--- config.mk ---
export PLATFORM = sky130hd
export DESIGN_NAME = cgra_config_sequencer
export DESIGN_NICKNAME = d
export VERILOG_FILES = /design/src/rtl/cgra_cfg_pkg.sv /design/src/rtl/cfg_down_counter.sv /design/src/rtl/cgra_config_sequencer.sv
export SDC_FILE = /design/constraint.sdc
export NUM_CORES = 1
export LEC_CHECK = 0
export ABC_AREA = 1
export BUFFER_PORTS_ARGS = -buffer_cell sky130_fd_sc_hd__buf_2
export CAP_MARGIN = 30
export CORE_ASPECT_RATIO = 0.5
export CORE_MARGIN = 2
export CORE_UTILIZATION = 50
export CTS_CLUSTER_SIZE = 24
export DETAILED_ROUTE_END_ITERATION = 8
export PLACE_DENSITY_LB_ADDON = 0.3
export SYNTH_ARGS = -nofsm -noshare
export SYNTH_HDL_FRONTEND = slang
export SYNTH_SLANG_ARGS = --single-unit
--- constraint.sdc ---
create_clock -name clk_in -period 3.2 [get_ports clk_in]
set_clock_uncertainty 0.2 [all_clocks]
set_input_delay 0 -clock clk_in [delete_from_list [all_inputs] [get_ports clk_in]]
set_output_delay 0 -clock clk_in [all_outputs]
set_load 0.02 [all_outputs]
--- src/rtl/cgra_cfg_pkg.sv ---
// Shared definitions for the CGRA configuration sequencer and any future
// readback/monitor logic that needs to decode its state.
package cgra_cfg_pkg;

    typedef enum logic [2:0] {
        IDLE     = 3'd0,
        CGRA_RST = 3'd1,
        LOAD     = 3'd2,
        SETTLE   = 3'd3,
        RUN      = 3'd4,
        DONE     = 3'd5
    } cfg_state_e;

    // Address value the CGRA interprets as "no configuration write".
    localparam int CFG_NOP_ADDR = 0;

    localparam int CFG_ADDR_W = 32;
    localparam int CFG_DATA_W = 32;
    localparam int CFG_CNT_W  = 32;

    function automatic int cfg_max3(input int a, input int b, input int c);
        int m;
        m = (a > b) ? a : b;
        return (m > c) ? m : c;
    endfunction

endpackage

--- src/rtl/cfg_down_counter.sv ---
// Loadable down counter with a zero flag. Load wins over decrement, and the
// count parks at zero instead of wrapping.
module cfg_down_counter #(
    parameter int W = 8
) (
    input  logic         clk_in,
    input  logic         reset_in,
    input  logic         i_load,
    input  logic [W-1:0] i_load_val,
    input  logic         i_dec,
    output logic         o_zero
);

    logic [W-1:0] r_count;

    // Load a new terminal count or step toward zero.
    always_ff @(posedge clk_in) begin
        if (!reset_in) begin
            r_count <= '0;
        end else if (i_load) begin
            r_count <= i_load_val;
        end else if (i_dec && (r_count != '0)) begin
            r_count <= r_count - W'(1);
        end
    end

    assign o_zero = (r_count == '0);

endmodule

--- src/rtl/cgra_config_sequencer.sv ---
// Host-side controller for the CGRA config port: resets the array, streams a
// bitstream onto the config bus one word per cycle, lets the bus settle, runs
// the array for a programmed number of cycles and reports completion.
module cgra_config_sequencer
    import cgra_cfg_pkg::*;
#(
    parameter int ADDR_W        = CFG_ADDR_W,
    parameter int DATA_W        = CFG_DATA_W,
    parameter int CNT_W         = CFG_CNT_W,
    parameter int RST_CYCLES    = 3,
    parameter int SETTLE_CYCLES = 2,
    parameter int LOAD_TIMEOUT  = 1024
) (
    input  logic              clk_in,
    input  logic              reset_in,
    input  logic              start_in,
    input  logic              abort_in,
    input  logic [CNT_W-1:0]  max_cycles_in,
    input  logic              cfg_valid_in,
    output logic              cfg_ready_out,
    input  logic [ADDR_W-1:0] cfg_addr_in,
    input  logic [DATA_W-1:0] cfg_data_in,
    input  logic              cfg_last_in,
    output logic              cgra_reset_out,
    output logic [ADDR_W-1:0] config_addr_out,
    output logic [DATA_W-1:0] config_data_out,
    output logic              run_out,
    output logic [CNT_W-1:0]  cycle_count_out,
    output logic              busy_out,
    output logic              done_out,
    output logic              error_out
);

    // One shared counter times reset, settle and the load stall, so it must
    // hold the largest of the three terminal counts.
    localparam int DC_W = $clog2(cfg_max3(RST_CYCLES, SETTLE_CYCLES, LOAD_TIMEOUT) + 1);

    cfg_state_e        r_state;
    logic              r_cgra_rst;
    logic              r_run;
    logic              r_busy;
    logic              r_done;
    logic              r_error;
    logic [ADDR_W-1:0] r_addr;
    logic [DATA_W-1:0] r_data;
    logic [CNT_W-1:0]  r_count;
    logic [CNT_W-1:0]  r_max;

    logic              w_xfer;
    logic              w_dc_zero;
    logic              w_dc_load;
    logic              w_dc_dec;
    logic [DC_W-1:0]   w_dc_val;
    logic [CNT_W-1:0]  w_count_inc;

    function automatic logic [CNT_W-1:0] sat_inc(input logic [CNT_W-1:0] v);
        logic [CNT_W-1:0] res;
        if (v == '1) begin
            res = v;
        end else begin
            res = v + CNT_W'(1);
        end
        return res;
    endfunction

    // Ready is a pure state decode so the host never sees it depend on valid.
    assign cfg_ready_out = (r_state == LOAD);
    assign w_xfer        = cfg_valid_in && (r_state == LOAD);
    assign w_count_inc   = sat_inc(r_count);

    // Counter loads: RST_CYCLES-1 at start, LOAD_TIMEOUT-1 on entering LOAD and
    // after every word, SETTLE_CYCLES after the last word (the first SETTLE
    // cycle still shows that word on the bus, the rest are NOPs).
    always_comb begin
        w_dc_load = 1'b0;
        w_dc_dec  = 1'b0;
        w_dc_val  = '0;
        if (!abort_in) begin
            case (r_state)
                IDLE: begin
                    if (start_in) begin
                        w_dc_load = 1'b1;
                        w_dc_val  = DC_W'(RST_CYCLES - 1);
                    end
                end
                CGRA_RST: begin
                    if (w_dc_zero) begin
                        w_dc_load = 1'b1;
                        w_dc_val  = DC_W'(LOAD_TIMEOUT - 1);
                    end else begin
                        w_dc_dec = 1'b1;
                    end
                end
                LOAD: begin
                    if (w_xfer) begin
                        w_dc_load = 1'b1;
                        w_dc_val  = cfg_last_in ? DC_W'(SETTLE_CYCLES) : DC_W'(LOAD_TIMEOUT - 1);
                    end else begin
                        w_dc_dec = 1'b1;
                    end
                end
                SETTLE: w_dc_dec = 1'b1;
                default: ;
            endcase
        end
    end

    cfg_down_counter #(
        .W(DC_W)
    ) u_down_counter (
        .clk_in     (clk_in),
        .reset_in   (reset_in),
        .i_load     (w_dc_load),
        .i_load_val (w_dc_val),
        .i_dec      (w_dc_dec),
        .o_zero     (w_dc_zero)
    );

    // Sequencer FSM with every output registered alongside the state.
    always_ff @(posedge clk_in) begin
        if (!reset_in) begin
            r_state    <= IDLE;
            r_cgra_rst <= 1'b0;
            r_run      <= 1'b0;
            r_busy     <= 1'b0;
            r_done     <= 1'b0;
            r_error    <= 1'b0;
            r_addr     <= '0;
            r_data     <= '0;
            r_count    <= '0;
            r_max      <= '0;
        end else begin
            r_done <= 1'b0;
            if (abort_in) begin
                // Drop everything driving the array; count and error are kept
                // so the host can inspect how far it got.
                r_state    <= IDLE;
                r_cgra_rst <= 1'b0;
                r_run      <= 1'b0;
                r_busy     <= 1'b0;
                r_addr     <= ADDR_W'(CFG_NOP_ADDR);
                r_data     <= '0;
            end else begin
                case (r_state)
                    IDLE: begin
                        if (start_in) begin
                            r_state    <= CGRA_RST;
                            r_max      <= max_cycles_in;
                            r_count    <= '0;
                            r_error    <= 1'b0;
                            r_cgra_rst <= 1'b1;
                            r_busy     <= 1'b1;
                        end
                    end
                    CGRA_RST: begin
                        if (w_dc_zero) begin
                            r_state    <= LOAD;
                            r_cgra_rst <= 1'b0;
                        end
                    end
                    LOAD: begin
                        if (w_xfer) begin
                            r_addr <= cfg_addr_in;
                            r_data <= cfg_data_in;
                            if (cfg_last_in) begin
                                r_state <= SETTLE;
                            end
                        end else begin
                            r_addr <= ADDR_W'(CFG_NOP_ADDR);
                            r_data <= '0;
                            if (w_dc_zero) begin
                                r_error <= 1'b1;
                                r_done  <= 1'b1;
                                r_state <= DONE;
                            end
                        end
                    end
                    SETTLE: begin
                        r_addr <= ADDR_W'(CFG_NOP_ADDR);
                        r_data <= '0;
                        if (w_dc_zero) begin
                            if (r_max == '0) begin
                                r_state <= DONE;
                                r_done  <= 1'b1;
                            end else begin
                                r_state <= RUN;
                                r_run   <= 1'b1;
                            end
                        end
                    end
                    RUN: begin
                        r_count <= w_count_inc;
                        if (w_count_inc == r_max) begin
                            r_state <= DONE;
                            r_run   <= 1'b0;
                            r_done  <= 1'b1;
                        end
                    end
                    DONE: begin
                        r_state <= IDLE;
                        r_busy  <= 1'b0;
                    end
                    default: begin
                        r_state <= IDLE;
                        r_busy  <= 1'b0;
                    end
                endcase
            end
        end
    end

    assign cgra_reset_out  = r_cgra_rst;
    assign config_addr_out = r_addr;
    assign config_data_out = r_data;
    assign run_out         = r_run;
    assign cycle_count_out = r_count;
    assign busy_out        = r_busy;
    assign done_out        = r_done;
    assign error_out       = r_error;

endmodule

==> flow_summary.toml <==
[global_routing]
first_global_vias = 8627
grt_max_degree = 67
grt_first_pass_wirelength_mm = 42.0
grt_antenna_before_repair = 0
overflow = 0
grt_use_total = 0.339

[yosys]
synth_edf_count = 0
synth-seq-area-share = 0.403
synthesis.area_um2 = 7300
post_synth_inst_count = 1145
synthesis.nets = 1249
library_cell_with_the_highest_instance_count_after_synthesis = "sky130_fd_sc_hd__nand2_1"
synth_warnings = 0
async_flop_share = 0
post-synth-top-area-cell = "sky130_fd_sc_hd__dfxtp_1"
netlist_top_cells_count = "sky130_fd_sc_hd__nand2_1, sky130_fd_sc_hd__dfxtp_1, sky130_fd_sc_hd__a21oi_1"
synth.top_cell.area_share = 0.403
post_synth.cell_area_avg_um2 = 6.38
yosys_register_bits = 147
yosysUniqueCellTypes = 36
ys_dominant_reg_cell = "sky130_fd_sc_hd__dfxtp_1"
ys_top_cells_by_area = "sky130_fd_sc_hd__dfxtp_1, sky130_fd_sc_hd__nand2_1, sky130_fd_sc_hd__a21oi_1"

[finish]
nNetsFinal = 1592
layout-area-overhead-vs-synth_pct = 45.9
antenna_diode_instance_count = 0
layout-drive-gt1-share = 0.185
finish.cell_count_without_fillers = 1699

[timing]
achievable_frequency_mhz = 330
rsz0062_at_grt = "false"
hold_violations = 0
final.hold.worst_slack_ns = 0.167
final_period_minus_worst_setup_slack_ns = 3.03
min_period_over_period = 0.948
timing.final.ws_setup_ns = 0.166
final_tns_setup_ns = 0
final-setup-viol-count = 0
maxSlewHeadroom = 0.552
tightest_slew_ns = 0.672
timing_max_transition_violations_final = 0

[critical_path]
critical-path-max-stage-delay_ns = 0.39
r2r_slack_ns = 0.17
rr_worst_depth = 17
critPathBufInv = 2
regToRegEndpoint = "r_state[0]$_SDFFE_PP0P_"
critPathSlowestCell = "sky130_fd_sc_hd__dfxtp_2"
arrival_ns = 3.19
worst_ep_required_time_ns = 3.36
worstPathMaxFanout = 6
critical_path.startpoint_type = "flip-flop"
worstPathCellList = "ha_1, buf_4, nand3_1, nor2_1, xnor2_1, nand3_1, nand2_1, nand3_1, nor2_1, nand2_1, nor2_1, nand3_1, nand2_2, nand3_2, nand2_1, inv_1, nor2_1"
reg_to_reg_startpoint = "cycle_count_out[1]$_SDFFE_PN0P_"
crit_path_end_kind = "flip-flop"
setup.worst_path.class = "reg2reg"
critPathTopFamily = "simple AND/OR/NAND/NOR gates"

[placement]
gp_congestion = 0.994
dp_hpwl_mm = 16.5
detailedPlace.worstSlack_ns = 0.209
port_buffers = 203
place_inst = 1523

[detailed_routing]
ant_nets = 0
detailedRoute.firstPassIterationCount = 6
routed_wirelength_mm = 27.0
post_drt_via_cell_ratio = 5.37
vias = 9122
routed_length_per_instance_um = 15.9
drt_first_iter_violations = 1015
drt_drc_violations_left = 0

[clock_network]
cts_setup_buffers = 0
cts_tree = "done"
clk_latency_ns = 0.43
num_clock_sinks = 147
clkTransAtPathRegs_ns = 0.07
clk_root_buffer_cell = "sky130_fd_sc_hd__clkbuf_16"
cts-buffers-inserted = 17
level_count_of_the_clock_h_tree = 4
clk_path_buf_depth = 2

[die]
effective_utilization_at_floorplan = 0.509
ios = 204
core_um2 = 14400
fp.dieArea_um2 = 15600
row_count = 31
die_height_um = 89.5
die-width_um = 175

[power]
worst_ir_drop_vdd_mv = 0.369
power-per-cell-area_nw_per_um2 = 471
power.static_leakage_uw = 0.00482
total_power_uw = 5020

[status]
outcome = "finished, final reports clean"

[min_path]
whs_path_depth = 4
min_to = "config_addr_out[16]$_SDFFE_PP0P_"
hp_class = "in2reg"
holdCritStartpoint = "cfg_addr_in[16]"

[flow_run]
count_of_maximum_capacitance_violations = 0
worst reg2reg max path, stage by stage, from the launching register on:
cell and delay, ns:
sky130_fd_sc_hd__dfxtp_2 0.39, sky130_fd_sc_hd__ha_1 0.22, sky130_fd_sc_hd__buf_4 0.16, sky130_fd_sc_hd__nand3_1 0.15, sky130_fd_sc_hd__nor2_1 0.30, sky130_fd_sc_hd__xnor2_1 0.25, sky130_fd_sc_hd__nand3_1 0.16, sky130_fd_sc_hd__nand2_1 0.13
sky130_fd_sc_hd__nand3_1 0.12, sky130_fd_sc_hd__nor2_1 0.13, sky130_fd_sc_hd__nand2_1 0.08, sky130_fd_sc_hd__nor2_1 0.15, sky130_fd_sc_hd__nand3_1 0.12, sky130_fd_sc_hd__nand2_2 0.13, sky130_fd_sc_hd__nand3_2 0.10, sky130_fd_sc_hd__nand2_1 0.08
sky130_fd_sc_hd__inv_1 0.04, sky130_fd_sc_hd__nor2_1 0.08
metal layers:
| layer | vias up | GRT usage | part of all wire |
|---|---|---|---|
| met1 | 4101 | 0.399 | 0.39 |
| met5 | - | 0 | 0 |
| met3 | 104 | 0.0838 | 0.10 |
| met4 | 0 | 0.164 | 0.035 |
| met2 | 551 | 0.594 | 0.47 |
| li1 | 4366 | - | - |
state kept, by name (all words and copies together), names as in the netlist:
signal,cells
busy_out,1
cgra_reset_out,1
config_addr_out,32
config_data_out,32
cycle_count_out,32
done_out,1
error_out,1
r_max,32
r_state,3
run_out,1
u_down_counter.r_count,11
worst max-delay path by stage:
stage / start / end / slack, ns / depth (start not counted)
2_1_floorplan: cycle_count_out[0]$_SDFFE_PN0P_ / r_state[0]$_SDFFE_PP0P_ / 0.53 / 19
3_3_place_gp: cycle_count_out[26]$_SDFFE_PN0P_ / r_state[0]$_SDFFE_PP0P_ / 0.30 / 18
3_5_place_dp: cycle_count_out[1]$_SDFFE_PN0P_ / r_state[0]$_SDFFE_PP0P_ / 0.21 / 19
4_1_cts: cycle_count_out[1]$_SDFFE_PN0P_ / r_state[0]$_SDFFE_PP0P_ / 0.19 / 19
5_1_grt: cycle_count_out[26]$_SDFFE_PN0P_ / r_state[0]$_SDFFE_PP0P_ / 0.04 / 18
6_report: cycle_count_out[1]$_SDFFE_PN0P_ / r_state[0]$_SDFFE_PP0P_ / 0.17 / 17
final cells by class:
type                    count  area [µm²]
clock buffers              17         425
clock inverters            15         188
fillers                  1090        3700
inverters                 104         390
multi-input cells         846        3790
flip-flops and latches    147        2940
well taps                 198         248
repair buffers            372        2670
report_power, final:
part / total, µW / switching, µW / internal [µW]
Clock: 2050 / 983 / 1060
Combinational: 980 / 577 / 402
Sequential: 1990 / 70.6 / 1920
Total: 5020 / 1630 / 3390
layout by cell type, fill, tap and decap left out, drive strengths merged, types with 3 or more instances in the layout:
cell type / instances
nand2: 440
nand3: 73
nand4: 12
xnor2: 3
nor2: 96
xor2: 6
a31oi: 5
o21bai: 3
clkbuf: 17
inv: 108
buf: 228
a21oi: 139
dlygate4sd3: 144
clkinv: 10
a211oi: 5
o21ai: 42
dfxtp: 147
nor4: 8
stage by stage:
step	instance area [µm²]	util
finish	10700	0.742
global route	10700	0.742
CTS	10600	0.741
detailed placement	8590	0.598
global placement	8570	0.597
floorplan	7300	-
repair_timing:
item,in CTS,in global routing
endpoints found under the hold margin,109,0
endpoints found under the setup margin,0,4
resized for setup,0,3
hold buffers,144,0
kinds of logic after synthesis:
family,Yosys count,synth area share
AOI/OAI and AO/OA,202,0.146
and+or+nand+nor,633,0.356
adders and majority gates,2,0.00343
buffers and inverters,152,0.0809
xor gates and xnor gates,9,0.0108
DFF,147,0.403
Power figures use the tool's default switching activity.
